--- config.mk ---
export PLATFORM = sky130hd
export DESIGN_NAME = mfe_result_streamer
export DESIGN_NICKNAME = d
export VERILOG_FILES = /design/src/rtl/mfe_pkg.sv /design/src/rtl/mfe_stream_fifo.sv /design/src/rtl/mfe_result_streamer.sv
export SDC_FILE = /design/constraint.sdc
export NUM_CORES = 1
export LEC_CHECK = 0
export BUFFER_PORTS_ARGS = -buffer_cell sky130_fd_sc_hd__buf_2
export CAP_MARGIN = 20
export CORE_UTILIZATION = 59
export CTS_CLUSTER_DIAMETER = 120
export DETAILED_ROUTE_END_ITERATION = 7
export PLACE_DENSITY = 0.85
export SLEW_MARGIN = 20
export SYNTH_ARGS = -nofsm -noshare
export SYNTH_HDL_FRONTEND = slang
export SYNTH_SLANG_ARGS = --single-unit
--- constraint.sdc ---
create_clock -name clk -period 3.57 [get_ports clk]
set_input_delay 0.1785 -clock clk [delete_from_list [all_inputs] [get_ports clk]]
set_output_delay 0.1785 -clock clk [all_outputs]
set_load 0.03 [all_outputs]
--- src/rtl/mfe_pkg.sv ---
// Shared median-filter-engine constants, FSM state type and result-memory address map.
// No logic of its own; imported by the engine and the result streamer.
// Address is {x, y} with x the column, so raster order walks the high field fastest.
package mfe_pkg;
    localparam int IMG_W   = 128;
    localparam int ADDR_W  = 14;
    localparam int PIX_W   = 8;
    localparam int COORD_W = $clog2(IMG_W);
    localparam int NUM_PIX = IMG_W * IMG_W;

    typedef enum logic [1:0] {
        S_IDLE,
        S_RUN,
        S_DRAIN,
        S_DONE
    } stream_state_t;

    function automatic logic [ADDR_W-1:0] pix_addr(input logic [COORD_W-1:0] x,
                                                   input logic [COORD_W-1:0] y);
        return {x, y};
    endfunction
endpackage

--- src/rtl/mfe_stream_fifo.sv ---
// Synchronous FIFO with occupancy count; push and pop may coincide at any fill level.
// Latency: a push is visible at pop_data the next cycle (same cycle when empty and popped).
// Backpressure: none internally; the writer must respect count via credit.
module mfe_stream_fifo #(
    parameter int DEPTH = 4,
    parameter int WIDTH = 8,
    parameter int CNT_W = $clog2(DEPTH + 1)
) (
    input  logic             clk,
    input  logic             reset,
    input  logic             push,
    input  logic [WIDTH-1:0] push_data,
    input  logic             pop,
    output logic [WIDTH-1:0] pop_data,
    output logic [CNT_W-1:0] count
);
    localparam int PTR_W = (DEPTH > 1) ? $clog2(DEPTH) : 1;

    logic [WIDTH-1:0] mem [DEPTH];
    logic [PTR_W-1:0] wr_ptr;
    logic [PTR_W-1:0] rd_ptr;
    logic             empty;
    logic             wr_en;
    logic             rd_en;

    function automatic logic [PTR_W-1:0] ptr_inc(input logic [PTR_W-1:0] p);
        return (p == PTR_W'(DEPTH - 1)) ? '0 : p + 1'b1;
    endfunction

    assign empty = (count == '0);
    // Push+pop on empty passes the word straight through and leaves the FIFO empty.
    assign wr_en    = push && !(empty && pop) && ((count < CNT_W'(DEPTH)) || pop);
    assign rd_en    = pop && !empty;
    assign pop_data = (empty && push) ? push_data : mem[rd_ptr];

    always_ff @(posedge clk or negedge reset) begin
        if (!reset) begin
            wr_ptr <= '0;
            rd_ptr <= '0;
            count  <= '0;
            for (int i = 0; i < DEPTH; i++) mem[i] <= '0;
        end else begin
            if (wr_en) begin
                mem[wr_ptr] <= push_data;
                wr_ptr      <= ptr_inc(wr_ptr);
            end
            if (rd_en) rd_ptr <= ptr_inc(rd_ptr);
            count <= count + CNT_W'(wr_en) - CNT_W'(rd_en);
        end
    end
endmodule

--- src/rtl/mfe_result_streamer.sv ---
// Streams the 128x128 result image out of the result memory in raster order.
// Latency: start to first out_valid is 3 cycles; one pixel per cycle when unstalled.
// Backpressure: out_ready low stops read issue once FIFO plus in-flight read reach FIFO_DEPTH.
module mfe_result_streamer
    import mfe_pkg::*;
#(
    parameter int FIFO_DEPTH = 4
) (
    input  logic              clk,
    input  logic              reset,
    input  logic              start,
    output logic [ADDR_W-1:0] rd_addr,
    input  logic [PIX_W-1:0]  rd_data,
    output logic              rd_en,
    output logic              out_valid,
    input  logic              out_ready,
    output logic [PIX_W-1:0]  out_data,
    output logic              out_last,
    output logic              busy,
    output logic              done
);
    localparam int CNT_W = $clog2(FIFO_DEPTH + 1);

    stream_state_t        state;
    stream_state_t        state_nxt;
    logic [COORD_W-1:0]   x;
    logic [COORD_W-1:0]   y;
    logic                 inflight;
    logic [ADDR_W-1:0]    pix_cnt;
    logic [CNT_W-1:0]     fifo_count;
    logic [CNT_W:0]       occ;
    logic                 pop;
    logic                 credit_ok;
    logic                 last_issue;
    logic                 start_frame;

    assign pop         = out_valid && out_ready;
    assign start_frame = (state == S_IDLE) && start;
    // Occupancy after this cycle's pop; a pop always has an entry behind it, so no underflow.
    assign occ         = {1'b0, fifo_count} + (CNT_W + 1)'(inflight) - (CNT_W + 1)'(pop);
    assign credit_ok   = occ < (CNT_W + 1)'(FIFO_DEPTH);
    assign last_issue  = (x == COORD_W'(IMG_W - 1)) && (y == COORD_W'(IMG_W - 1));

    assign rd_addr   = pix_addr(x, y);
    assign out_valid = (fifo_count != '0);
    assign out_last  = out_valid && (pix_cnt == ADDR_W'(NUM_PIX - 1));

    always_ff @(posedge clk or negedge reset) begin
        if (!reset) state <= S_IDLE;
        else        state <= state_nxt;
    end

    always_comb begin
        state_nxt = state;
        case (state)
            S_IDLE:  if (start) state_nxt = S_RUN;
            S_RUN:   if (rd_en && last_issue) state_nxt = S_DRAIN;
            // Exit as the last pixel handshakes so done lands the very next cycle.
            S_DRAIN: if (occ == '0) state_nxt = S_DONE;
            S_DONE:  state_nxt = S_IDLE;
            default: state_nxt = S_IDLE;
        endcase
    end

    always_comb begin
        rd_en = 1'b0;
        busy  = 1'b0;
        done  = 1'b0;
        case (state)
            S_RUN: begin
                rd_en = credit_ok;
                busy  = 1'b1;
            end
            S_DRAIN: busy = 1'b1;
            S_DONE:  done = 1'b1;
            default: ;
        endcase
    end

    always_ff @(posedge clk or negedge reset) begin
        if (!reset) begin
            x        <= '0;
            y        <= '0;
            inflight <= 1'b0;
            pix_cnt  <= '0;
        end else begin
            // Memory answers one cycle after the strobe, so inflight simply follows rd_en.
            inflight <= rd_en;
            if (start_frame) begin
                x <= '0;
                y <= '0;
            end else if (rd_en) begin
                if (x == COORD_W'(IMG_W - 1)) begin
                    x <= '0;
                    y <= y + 1'b1;
                end else begin
                    x <= x + 1'b1;
                end
            end
            if (start_frame) pix_cnt <= '0;
            else if (pop)    pix_cnt <= pix_cnt + 1'b1;
        end
    end

    mfe_stream_fifo #(
        .DEPTH (FIFO_DEPTH),
        .WIDTH (PIX_W),
        .CNT_W (CNT_W)
    ) u_fifo (
        .clk       (clk),
        .reset     (reset),
        .push      (inflight),
        .push_data (rd_data),
        .pop       (pop),
        .pop_data  (out_data),
        .count     (fifo_count)
    );
endmodule

======== After elaboration in Yosys (flattened, before gate mapping) ========
Index checks and enable logic that the tools add are counted.
cells by class
  add/sub/neg operators ................... 9
  order comparisons ....................... 5
  equality and inequality tests ........... 11
  mux-type cells .......................... 24
  bitwise logic cells ..................... 2
  reductions and logical operators ........ 24
operators by type and width
  operator                                                                       number
  7-bit two-way mux                                                              6
  32-bit bitwise mux                                                             1
  8-bit two-way mux                                                              4
  14-bit two-way mux                                                             2
  8-bit binary-select mux with 2-bit select                                      1
  8-bit demux with 2-bit select                                                  1
  14-bit by 1-bit adder with 14-bit output (second input constant)               1
  7-bit by 1-bit adder with 7-bit output (second input constant)                 2
  14-bit equality test (second input constant)                                   1
  7-bit equality test (second input constant)                                    2
  1-bit logical AND                                                              11
  2-bit two-way mux                                                              5
  2-bit equality test (second input constant)                                    4
  2-bit one-hot mux with 4 select lines                                          1
  3-bit greater-or-equal comparator (second input constant)                      2
  2-bit inequality test (second input constant)                                  3
  2-bit inverter with 3-bit output                                               2
  2-bit nonzero test                                                             3
  2-bit by 1-bit adder with 2-bit output (second input constant)                 2
  3-bit by 1-bit adder with 4-bit output                                         1
  4-bit logical NOT                                                              1
  4-bit by 3-bit less-than comparator with 1-bit output (second input constant)  1
  4-bit by 1-bit subtractor with 4-bit output                                    1
  3-bit by 1-bit adder with 3-bit output                                         1
  13 further kinds                                                               16
word-level totals
  register bits ........................... 70
  input bits .............................. 12
  output and inout port bits .............. 27
  word-level logic and storage cells ...... 87

======== Logic depth before layout (Yosys ltp) ========
Gate-level depths: netlist of the first run.
  depth after elaboration ................. 8
  gate-level depth with buffers ........... 12
  gate-level depth less buffers ........... 11

======== Hierarchy ========
Synthesis of the first run repeated with hierarchy kept, for this count alone.
second synthesis, totals
  cell total of the unflattened synthesis .. 317
  area total of the unflattened synthesis .. 3812.4 sq um
modules (own cells, without submodules)
  module               instances  cells an instance  area each (sq um)  sequential area each (sq um)
  mfe_stream_fifo      1          127                1979.4             975.9
  mfe_result_streamer  1          190                1833.0             775.7

======== Worst setup path after synthesis of the first run ========
Ideal clock, no wire load.
  path type ............................... register to register
  start ................................... register u_fifo.count[1]
  end ..................................... register state[1]
  setup time .............................. 0.128 ns
  data arrival time ....................... 3.119 ns
  data required time ...................... 3.442 ns
  slack ................................... 0.323 ns
  cell stages (with the launch flop) ...... 12
  path buffers ............................ 0
  period minus slack after synthesis ...... 3.247 ns
  cell sequence ........................... dfrtp_1 > o31ai_1 > inv_1 > ha_1 > inv_1 > ha_1 > fa_1 > nor4b_1 > a31o_2 > o21ai_2 > a2111oi_4 > mux2_1
on the way
  cells in the longest elaborated chain, start to end .. 8
  elaborated cells between the ends (all ways) .. 11
  those cells by class .................... add/sub (2); order compare (1); eq/ne (2); mux (1); reduce/logical (5)
ends and longest elaborated chain
  item                                                                            RTL line                   text
  from (decl)                                                                     mfe_stream_fifo.sv:15      output logic [CNT_W-1:0] count
  from (signal assigned)                                                          mfe_stream_fifo.sv:48      count <= count + CNT_W'(wr_en) - CNT_W'(rd_en);
  branches (longest 2 deep; another with 3-bit by 1-bit adder with 4-bit output)  n/a
  4-bit by 1-bit subtractor with 4-bit output (*)                                 mfe_result_streamer.sv:40  assign occ = {1'b0, fifo_count} + (CNT_W + 1)'(inflight) - (CNT_W + 1)'(pop);
  4-bit by 3-bit less-than comparator with 1-bit output                           mfe_result_streamer.sv:41  assign credit_ok = occ < (CNT_W + 1)'(FIFO_DEPTH);
  1-bit two-way mux                                                               mfe_result_streamer.sv:69  case (state)
  1-bit logical AND                                                               mfe_result_streamer.sv:57  S_RUN: if (rd_en && last_issue) state_nxt = S_DRAIN;
  2-bit inequality test (no line)                                                 n/a
  3-bit AND reduction (no line) (*)                                               n/a
  to (signal assigned)                                                            mfe_result_streamer.sv:50  else state <= state_nxt;
  to (decl)                                                                       mfe_result_streamer.sv:24  stream_state_t state;
Every way passes the cells marked *.
A chain may end at the register's enable or synchronous reset.

======== Worst setup path after layout of the first run ========
  start ................................... register u_fifo.count[2]
  end ..................................... register state[0]
The elaborated chain is that of the path after synthesis.

==> results by group, run 1 <==
Run status
  – Outcome: finished, final reports clean

Floorplanning
  – Die height: 80.8 um
  – Starting density of the core: 0.615
  – IO Pins: 39
  – Rows: 28
  – DIE AREA: 6530 sq um
  – Die Span X: 80.8 um
  – Core area: 5960 sq um

Routing
  – Number of remaining DRC errors: 0
  – Via density: 5.83
  – Vias: 2,549
  – DRT Pass-1 Iters: 5
  – ANT nets after route: 0
  – First-iteration detailed-routing DRC count: 85
  – Post-DR wirelength/cell: 15.9 um
  – Routed wire length: 6.95 mm

Critical path
  – R2R Path End: state[0]$_DFFE_PN0P_
  – Slowest-stage cell, CP: or4b_1
  – Worst Reg-to-Reg Cells: 12
  – Reg2Reg Setup Slack: 180 ps
  – Number of cells on the critical path: 12
  – CP peak stage delay: 540 ps
  – R2r startpoint: u_fifo.count[2]$_DFF_PN0_
  – Critical Path Fanout Max: 6
  – Crit path kind: reg2reg
  – CP top delay family: adder cells
  – Endpoint class of the critical path: flip-flop
  – CP Launch Type: flip-flop
  – Critical path buffers and inverters: 3
  – CP Cell Sequence: o31ai_2, inv_1, ha_1, inv_1, ha_1, fa_1, nor4b_1, a31o_2, buf_4, nor3_2, or4b_1, o21a_1
  – Worst EP required: 3810 ps
  – CP Launch Point: u_fifo.count[2]$_DFF_PN0_
  – Crit path DAT: 3630 ps
  – Crit path capture: state[0]$_DFFE_PN0P_

Logic synthesis
  – Post-Syn Instances: 312
  – Post-synth EDFFs: 0
  – Post-synthesis cell type count: 45
  – Ys async rst share: 1.00
  – Yosys warnings: 0
  – Most common cell in the netlist: dfrtp_1
  – Ranking of synthesized cells by area: dfrtp_1 48%, mux2_2 12%, ha_1 6.1%
  – Top cells by count, synth: 70 x dfrtp_1, 40 x mux2_2, 28 x nor2_1
  – Mapped Area: 3660 sq um
  – Synth area leader: dfrtp_1
  – Post-synthesis sequential area ratio: 0.478
  – Post-Synthesis Net Count: 344
  – Primary FF master, synth: dfrtp_1
  – Area share of the largest cell type after synthesis: 0.478
  – #FFs+latches synth: 70
  – Syn_area_per_cell: 11.7 sq um

CTS
  – Clk Latency, worst-skew pair: 350 ps
  – Reg clk slew, reported paths: 80 ps
  – Root Driver: clkbuf_8
  – Clk sinks: 70
  – CTS tree: yes
  – Clock buffer depth: 2
  – CTS Buf Count: 9
  – H-tree Lvls: 3

Layout
  – # fillers: 420
  – Final nets: 389
  – Post-layout utilization of the core: 0.704
  – Area Growth Syn to Fin: 14.4%
  – Number of inserted diodes: 0
  – Area occupied by multi-input gates: 1830 sq um
  – Sequential Area: 1750 sq um
  – Share of layout cells above drive strength 1: 0.320

Placed design
  – Post-DP HPWL: 4.95 mm
  – Port Buf Inserts: 38
  – Placement Setup Slack: 157 ps
  – Routability cong.: 0.791

STA
  – Final setup violation count: 0
  – Minimum clock period: 3390 ps
  – Hold Violations, Final: 0
  – Crit share post-route: 0.951
  – Worst-case clock skew: 9.78 ps
  – Worst-margin pin slew: 940 ps
  – Final hold slack: 23.6 ps
  – Slew Viols, Final: 0
  – Slew margin rel.: 0.373
  – Final Worst Setup Slack: 176 ps
  – Setup TNS: 0 ps
  – Max Freq: 0.295 GHz

Global route
  – Tot GR Track Use: 0.237
  – Vias in the first global route: 2,583
  – Largest net degree at the start of global routing: 50
  – Grt total ovfl: 0
  – Initial antenna violation count: 0
  – First-pass GRT wire length: 11.7 mm

Worst hold path
  – HP Class: in2reg

Power
  – Design Power: 3.46 mW
  – Leak: 1.99 nW
  – Power per Cell Area: 826 nW/um^2
  – Worst IR drop on VDD: 0.482 mV

Job
  – Max Cap Viol: 0
report_power, final:
part           internal, mW  leakage, nW  switching [mW]  total [mW]
Sequential             1.03        0.923           0.223        1.26
Combinational         0.678        0.956           0.797        1.48
Clock                 0.402        0.111           0.326       0.728
Total                  2.11         1.99            1.35        3.46
kinds of logic after synthesis:
group / count (synthesis) / share of synthesized area
flip-flops: 70 / 0.478
AND/OR/NAND/NOR: 91 / 0.121
adder cells (fa/ha/maj): 20 / 0.0724
buffers and inverters: 24 / 0.0256
AO/OA/AOI/OAI: 38 / 0.0755
XOR/XNOR: 17 / 0.0407
multiplexers: 52 / 0.187
state kept, by name (all words and copies together), names as in the netlist:
name           cells
pix_cnt           14
inflight           1
y                  7
state              2
u_fifo.mem        32
u_fifo.rd_ptr      2
u_fifo.count       3
x                  7
u_fifo.wr_ptr      2
cell usage in the layout (no fill, tap or decap), types with 2 or more instances in the layout:
| cell type | instances |
|---|---|
| a21oi_1 | 11 |
| xor2_1 | 11 |
| nand2_1 | 24 |
| bufinv_16 | 2 |
| mux2i_1 | 2 |
| inv_6 | 3 |
| a311oi_1 | 2 |
| mux4_2 | 8 |
| and3_1 | 2 |
| dfrtp_1 | 70 |
| o211ai_1 | 3 |
| buf_4 | 5 |
| nand3_1 | 12 |
| o21ai_0 | 9 |
| nor3_1 | 4 |
| clkbuf_8 | 9 |
| xnor2_1 | 6 |
| buf_2 | 37 |
| or3_1 | 6 |
| ha_1 | 18 |
| and2_1 | 2 |
| nand4_1 | 4 |
| inv_1 | 15 |
| nor4_1 | 2 |
| mux2_2 | 40 |
| nor2_1 | 28 |
| o21a_1 | 2 |
| fa_1 | 2 |
through the flow:
stage	cells	cell area, sq um
finish	437	4190
global route	437	4190
floorplan	312	3660
CTS	435	4160
detailed placement	419	3930
global placement	419	3930
per-layer routing:
| layer | wire (um) | GRT usage |
|---|---|---|
| met5 | 0 | 0 |
| met4 | 96 | 0.0857 |
| met3 | 238 | 0.0506 |
| met2 | 3540 | 0.418 |
| met1 | 3080 | 0.288 |
final cells by class:
type	count	share of cell area
clock buffers	9	0.0296
clock inverters	7	0.0245
inverters	15	0.0134
multi-input cells	218	0.437
flip-flops and latches	70	0.418
well taps	75	0.0224
repair buffers	43	0.0555
worst reg2reg max path, delay by kind of cell (launching register included):
kind / cells / cell delay [ps]
simple gates: 3 / 930
compound gates: 3 / 660
flops: 1 / 450
buf+inv: 3 / 300
fa+ha+maj: 3 / 930
what timing repair did:
| item | in CTS | in global routing |
|---|---|---|
| hold endpoints to repair | 0 | 48 |
| setup buffers | 0 | 1 |
| setup endpoints to repair | 1 | 3 |
| resized for setup | 1 | 2 |
| pin swaps | 0 | 0 |
| hold buffers | 0 | 1 |
worst min-delay path by stage:
| stage | start | endpoint | slack (ps) | cells past startpoint |
|---|---|---|---|---|
| 3_3_place_gp | start | y[5]$_DFFE_PN0P_ | 380 | 2 |
| 2_1_floorplan | reset | inflight$_DFF_PN0_ | -120 | 0 |
| 5_1_grt | start | y[5]$_DFFE_PN0P_ | 30 | 2 |
| 3_5_place_dp | start | y[5]$_DFFE_PN0P_ | 380 | 2 |
| 4_1_cts | start | y[5]$_DFFE_PN0P_ | 20 | 2 |
| 6_report | start | y[5]$_DFFE_PN0P_ | 20 | 2 |
Power figures use the tool's default switching activity.
==> inputs of run 2 (changes only) <==
--- a/config.mk
+++ b/config.mk
@@ -14,4 +14,5 @@
 export SLEW_MARGIN = 20
 export SYNTH_ARGS = -nofsm -noshare
 export SYNTH_HDL_FRONTEND = slang
+export SYNTH_HIERARCHICAL = 1
 export SYNTH_SLANG_ARGS = --single-unit
==> results by group, run 2 <==
Layout
  – Top reg by flops: u_fifo/mem
  – Area Growth Syn to Fin: 14.0%
  – Sequential Area: 1750 sq um
  – # fillers: 424
  – Max FFs per register: 32
  – Commonest non-fill, non-tap cells in the layout: 70 x dfrtp_1, 41 x mux2_2, 37 x buf_2
  – Area occupied by multi-input gates: 1950 sq um
  – Number of inserted diodes: 0
  – Final nets: 397
  – Largest regs: u_fifo/mem (32), pix_cnt (14)
  – Commonest non-fill, non-tap cell in the layout: dfrtp_1
  – Share of layout cells above drive strength 1: 0.335

CTS
  – Clk Latency, worst-skew pair: 350 ps
  – CTS Buf Count: 9
  – Clock buffer depth: 2
  – Reg clk slew, reported paths: 80 ps
  – H-tree Lvls: 3
  – CTS tree: yes
  – Root Driver: clkbuf_8
  – Clk sinks: 70

STA
  – Hold Violations, Final: 0
  – Setup TNS: 0 ps
  – Minimum clock period: 3470 ps
  – RSZ-0062 raised after global routing: yes
  – Slew margin rel.: 0.331
  – Final setup violation count: 0
  – Worst-margin pin slew: 1000 ps
  – Worst-case clock skew: 11.2 ps
  – Slew Viols, Final: 0
  – Max Freq: 0.288 GHz
  – Crit share post-route: 0.972
  – Final hold slack: 30.5 ps

Critical path
  – Slowest-stage cell, CP: or4_1
  – CP top delay family: simple AND/OR/NAND/NOR gates
  – Endpoint class of the critical path: flip-flop
  – CP peak stage delay: 540 ps
  – Crit path kind: reg2reg
  – CP Launch Type: flip-flop
  – CP Cell Sequence: o31ai_2, inv_1, ha_1, inv_1, ha_1, fa_1, xor2_2, and4bb_4, o211ai_2, or4_1, a21oi_1
  – Worst EP required: 3830 ps
  – Crit path DAT: 3730 ps
  – Critical Path Fanout Max: 12
  – Critical path buffers and inverters: 2

Global route
  – Tot GR Track Use: 0.247
  – Largest net degree at the start of global routing: 49
  – Grt total ovfl: 0
  – First-pass GRT wire length: 12.2 mm
  – Vias in the first global route: 2,580
  – Initial antenna violation count: 0

Job
  – Max Cap Viol: 0

Logic synthesis
  – Post-synthesis cell type count: 50
  – Post-synthesis sequential area ratio: 0.459
  – #FFs+latches synth: 70
  – Post-Synthesis Net Count: 349
  – Post-synth EDFFs: 0
  – Top cells by count, synth: 70 x dfrtp_1, 41 x mux2_2, 21 x nor2_1
  – Yosys warnings: 6
  – Ranking of synthesized cells by area: dfrtp_1 46%, mux2_2 12%, ha_1 5.9%
  – Mapped Area: 3810 sq um
  – Post-Syn Instances: 317
  – Most common cell in the netlist: dfrtp_1
  – Synth area leader: dfrtp_1
  – Primary FF master, synth: dfrtp_1
  – Area share of the largest cell type after synthesis: 0.459
  – Ys async rst share: 1.00
  – Syn_area_per_cell: 12.0 sq um

Floorplanning
  – Die height: 82.4 um
  – Rows: 28
  – Core area: 6060 sq um
  – Die Span X: 82.4 um
  – Starting density of the core: 0.629
  – DIE AREA: 6790 sq um
  – IO Pins: 39

Routing
  – DRT Pass-1 Iters: 4
  – Routed wire length: 7.34 mm
  – Post-DR wirelength/cell: 16.5 um
  – Number of remaining DRC errors: 0
  – Vias: 2,649
  – Via density: 5.95
  – ANT nets after route: 0
  – First-iteration detailed-routing DRC count: 205

Power
  – Worst IR drop on VDD: 0.468 mV
  – Leak: 1.93 nW
  – Power per Cell Area: 858 nW/um^2
  – Design Power: 3.73 mW

Worst hold path
  – HP Class: in2reg

Run status
  – Outcome: finished, final reports clean

Placed design
  – Routability cong.: 0.834
  – Port Buf Inserts: 38
  – Post-DP HPWL: 5.12 mm
## run 2: what timing repair did
action,CTS,global route
resized for setup,1,1
setup buffers,0,2
hold endpoints to repair,0,47
pin swaps,0,1
hold buffers,0,1
gates cloned,0,0
endpoints found under the setup margin,1,3
## run 2: metrics by stage
step | std cells | instance area (sq um) | utilization | setup WS, ps
after floorplan | 317 | 3810 | - | 124
after global placement | 426 | 4070 | 0.671 | 340
after detailed placement | 426 | 4070 | 0.671 | 190
after CTS | 442 | 4310 | 0.711 | 82.8
after global routing | 445 | 4350 | 0.717 | -55.3
final | 445 | 4350 | 0.717 | 100
## run 2: cell families (layout without fill, tap and decap cells)
| group | Yosys count | in the layout | share of synthesized area |
|---|---|---|---|
| flops | 70 | 70 | 0.459 |
| mux | 52 | 52 | 0.177 |
| xor+xnor | 16 | 16 | 0.0368 |
| fa+ha+maj | 20 | 20 | 0.0696 |
| simple gates | 92 | 92 | 0.149 |
| compound gates | 42 | 42 | 0.0755 |
| buf+inv | 25 | 78 | 0.0331 |
## run 2: area by class of cell
cell class | count | share of cell area
inverter | 16 | 0.0138
clock inverter | 6 | 0.0250
sequential | 70 | 0.403
clock buffer | 10 | 0.0294
tap | 75 | 0.0216
timing repair buffer | 46 | 0.0587
multi-input combinational | 222 | 0.448
## run 2: routing by layer
metal | wire (um) | vias to the layer above | global-route usage
met3 | 286 | 14 | 0.0593
met1 | 3240 | 1340 | 0.342
met5 | 0 | - | 0
met2 | 3690 | 53 | 0.377
met4 | 125 | 0 | 0.0965
li1 | - | 1242 | -
## run 2: final timing paths
check	startpoint	end	slack, ps	cells after the start
max	u_fifo/count[1]$_DFF_PN0_	y[5]$_DFFE_PN0P_	100	11
min	start	x[4]$_DFFE_PN0P_	30	2
max reg2reg	u_fifo/count[1]$_DFF_PN0_	y[5]$_DFFE_PN0P_	100	11
min reg2reg	u_fifo/mem[12]$_DFFE_PN0P_	u_fifo/mem[12]$_DFFE_PN0P_	500	1
max in group asynchronous	reset	u_fifo/mem[29]$_DFFE_PN0P_	2440	3
min in group asynchronous	reset	y[2]$_DFFE_PN0P_	400	2
## run 2: power by group
| part | internal (mW) | total (mW) | switching (mW) |
|---|---|---|---|
| Combinational | 0.770 | 1.67 | 0.905 |
| Sequential | 1.07 | 1.29 | 0.221 |
| Clock | 0.464 | 0.770 | 0.305 |
==> inputs of run 3 (changes only) <==
--- a/config.mk
+++ b/config.mk
@@ -7,10 +7,11 @@
 export LEC_CHECK = 0
 export BUFFER_PORTS_ARGS = -buffer_cell sky130_fd_sc_hd__buf_2
 export CAP_MARGIN = 20
+export CORE_MARGIN = 2
 export CORE_UTILIZATION = 59
 export CTS_CLUSTER_DIAMETER = 120
 export DETAILED_ROUTE_END_ITERATION = 7
-export PLACE_DENSITY = 0.85
+export PLACE_DENSITY = 0.83
 export SLEW_MARGIN = 20
 export SYNTH_ARGS = -nofsm -noshare
 export SYNTH_HDL_FRONTEND = slang
==> results by group, run 3 (synthesis gave the netlist of run 2 again) <==
Routing
  – WL met3: 215 um
  – Vias: 2,603
  – M1 WL: 3.25 mm
  – Number of remaining DRC errors: 0
  – First-iteration detailed-routing DRC count: 209
  – Via density: 5.85
  – DRT Pass-1 Iters: 4
  – ANT nets after route: 0
  – Routed wire length: 7.00 mm
  – Met2 WL: 3.39 mm
  – Top routing layer in use: met4
  – Post-DR wirelength/cell: 15.7 um

STA
  – RSZ-0062 raised after global routing: no
  – Worst-margin pin slew: 934 ps
  – Final hold slack: 14.1 ps
  – Slew margin rel.: 0.378
  – Setup TNS: 0 ps
  – Minimum clock period: 3380 ps
  – Crit share post-route: 0.947
  – Max Freq: 0.296 GHz
  – Final setup violation count: 0
  – Hold Violations, Final: 0
  – Slew Viols, Final: 0
  – Worst-case clock skew: 10.6 ps

CTS
  – Clk sinks: 70
  – Clock buffer depth: 2
  – H-tree Lvls: 3
  – CTS tree: yes
  – Reg clk slew, reported paths: 80 ps
  – Root Driver: clkbuf_8
  – Clk Latency, worst-skew pair: 350 ps
  – CTS Buf Count: 9

Placed design
  – Post-DP HPWL: 4.85 mm
  – Routability cong.: 0.843
  – Port Buf Inserts: 38

Layout
  – Max FFs per register: 32
  – Area Growth Syn to Fin: 12.4%
  – Number of inserted diodes: 0
  – Commonest non-fill, non-tap cell in the layout: dfrtp_1
  – Largest regs: u_fifo/mem (32), pix_cnt (14)
  – Top reg by flops: u_fifo/mem
  – # fillers: 464
  – Final nets: 396
  – Share of layout cells above drive strength 1: 0.337
  – Commonest non-fill, non-tap cells in the layout: 70 x dfrtp_1, 41 x mux2_2, 38 x buf_2

Critical path
  – Worst Reg-to-Reg Cells: 11
  – Crit path kind: reg2reg
  – CP Launch Type: flip-flop
  – Endpoint class of the critical path: flip-flop
  – R2R Path End: y[3]$_DFFE_PN0P_
  – Crit path DAT: 3640 ps
  – Reg2Reg Setup Slack: 190 ps
  – Worst EP required: 3830 ps
  – R2r startpoint: u_fifo/count[0]$_DFF_PN0_
  – Critical Path Fanout Max: 12

Global route
  – Largest net degree at the start of global routing: 43
  – Initial antenna violation count: 0
  – Vias in the first global route: 2,543
  – First-pass GRT wire length: 12.0 mm
  – Tot GR Track Use: 0.214
  – Grt total ovfl: 0

Power
  – Leak: 1.88 nW
  – Worst IR drop on VDD: 0.436 mV
  – Power per Cell Area: 817 nW/um^2

Worst hold path
  – Hold path depth: 2
  – Hold Path Sink: x[4]$_DFFE_PN0P_
  – Hold_sp: start
  – HP Class: in2reg

Floorplanning
  – Die Span X: 84.4 um
  – IO Pins: 39
  – Die height: 84.4 um
  – Starting density of the core: 0.604
  – Rows: 29
  – DIE AREA: 7120 sq um
  – Core area: 6310 sq um

Job
  – Max Cap Viol: 0

Run status
  – Outcome: finished, final reports clean
-- run 3: what timing repair did --
| item | 4_1_cts | 5_1_grt |
|---|---|---|
| endpoints found under the setup margin | 1 | 3 |
| pin swaps | 0 | 1 |
| hold buffers | 1 | 0 |
| resized for setup | 1 | 3 |
| buffers inserted | 0 | 1 |
| endpoints found under the hold margin | 28 | 0 |
-- run 3: worst max-delay path by stage --
stage                              startpoint               end  slack (ps)  cells past startpoint
floorplan           u_fifo/count[1]$_DFF_PN0_  y[4]$_DFFE_PN0P_         120                     12
global placement    u_fifo/count[0]$_DFF_PN0_  y[3]$_DFFE_PN0P_         360                     11
detailed placement  u_fifo/count[0]$_DFF_PN0_  y[3]$_DFFE_PN0P_         140                     11
CTS                 u_fifo/count[0]$_DFF_PN0_             rd_en          30                     11
global route        u_fifo/count[0]$_DFF_PN0_  y[3]$_DFFE_PN0P_           9                     11
finish              u_fifo/count[0]$_DFF_PN0_  y[3]$_DFFE_PN0P_         190                     11
-- run 3: per-stage QoR --
step                worst slack (ps)   util  power [mW]  cell area, sq um  instances
floorplan                        124      -        2.55              3810        317
global placement                 360  0.645        2.83              4070        428
detailed placement               144  0.645        2.90              4070        428
CTS                             33.9  0.675        3.48              4260        444
global route                    9.22  0.679        3.75              4290        445
finish                           189  0.679        3.50              4290        445
-- run 3: layout make-up --
cell class,count,area [sq um],share of cell area
multi-input combinational,222,1960,0.457
tap,77,96.3,0.0225
sequential,70,1750,0.409
inverter,16,60.1,0.0140
timing repair buffer,45,245,0.0572
clock inverter,5,36.3,0.00847
clock buffer,10,138,0.0321
-- run 3: power breakdown --
group          internal, mW  leakage (nW)  total [mW]  switching, mW
sequential             1.07         0.880        1.29          0.226
combinational         0.761         0.920        1.64          0.880
clock                 0.267        0.0804       0.567          0.301
total                  2.09          1.88        3.50           1.41
-- run 3: critical path, cell delays in order, from the launching register on --
cell	delay [ps]
dfrtp_1	420
o31ai_4	290
inv_2	120
ha_1	290
inv_1	40
ha_1	190
fa_1	410
xor2_2	210
and4bb_4	400
o211ai_2	220
or4_1	530
a21oi_1	160
-- run 3: metal layers --
| layer | vias up | global-route usage |
|---|---|---|
| li1 | 1241 | - |
| met1 | 1295 | 0.303 |
| met2 | 52 | 0.329 |
| met3 | 15 | 0.0423 |
| met4 | 0 | 0.0880 |
| met5 | - | 0 |
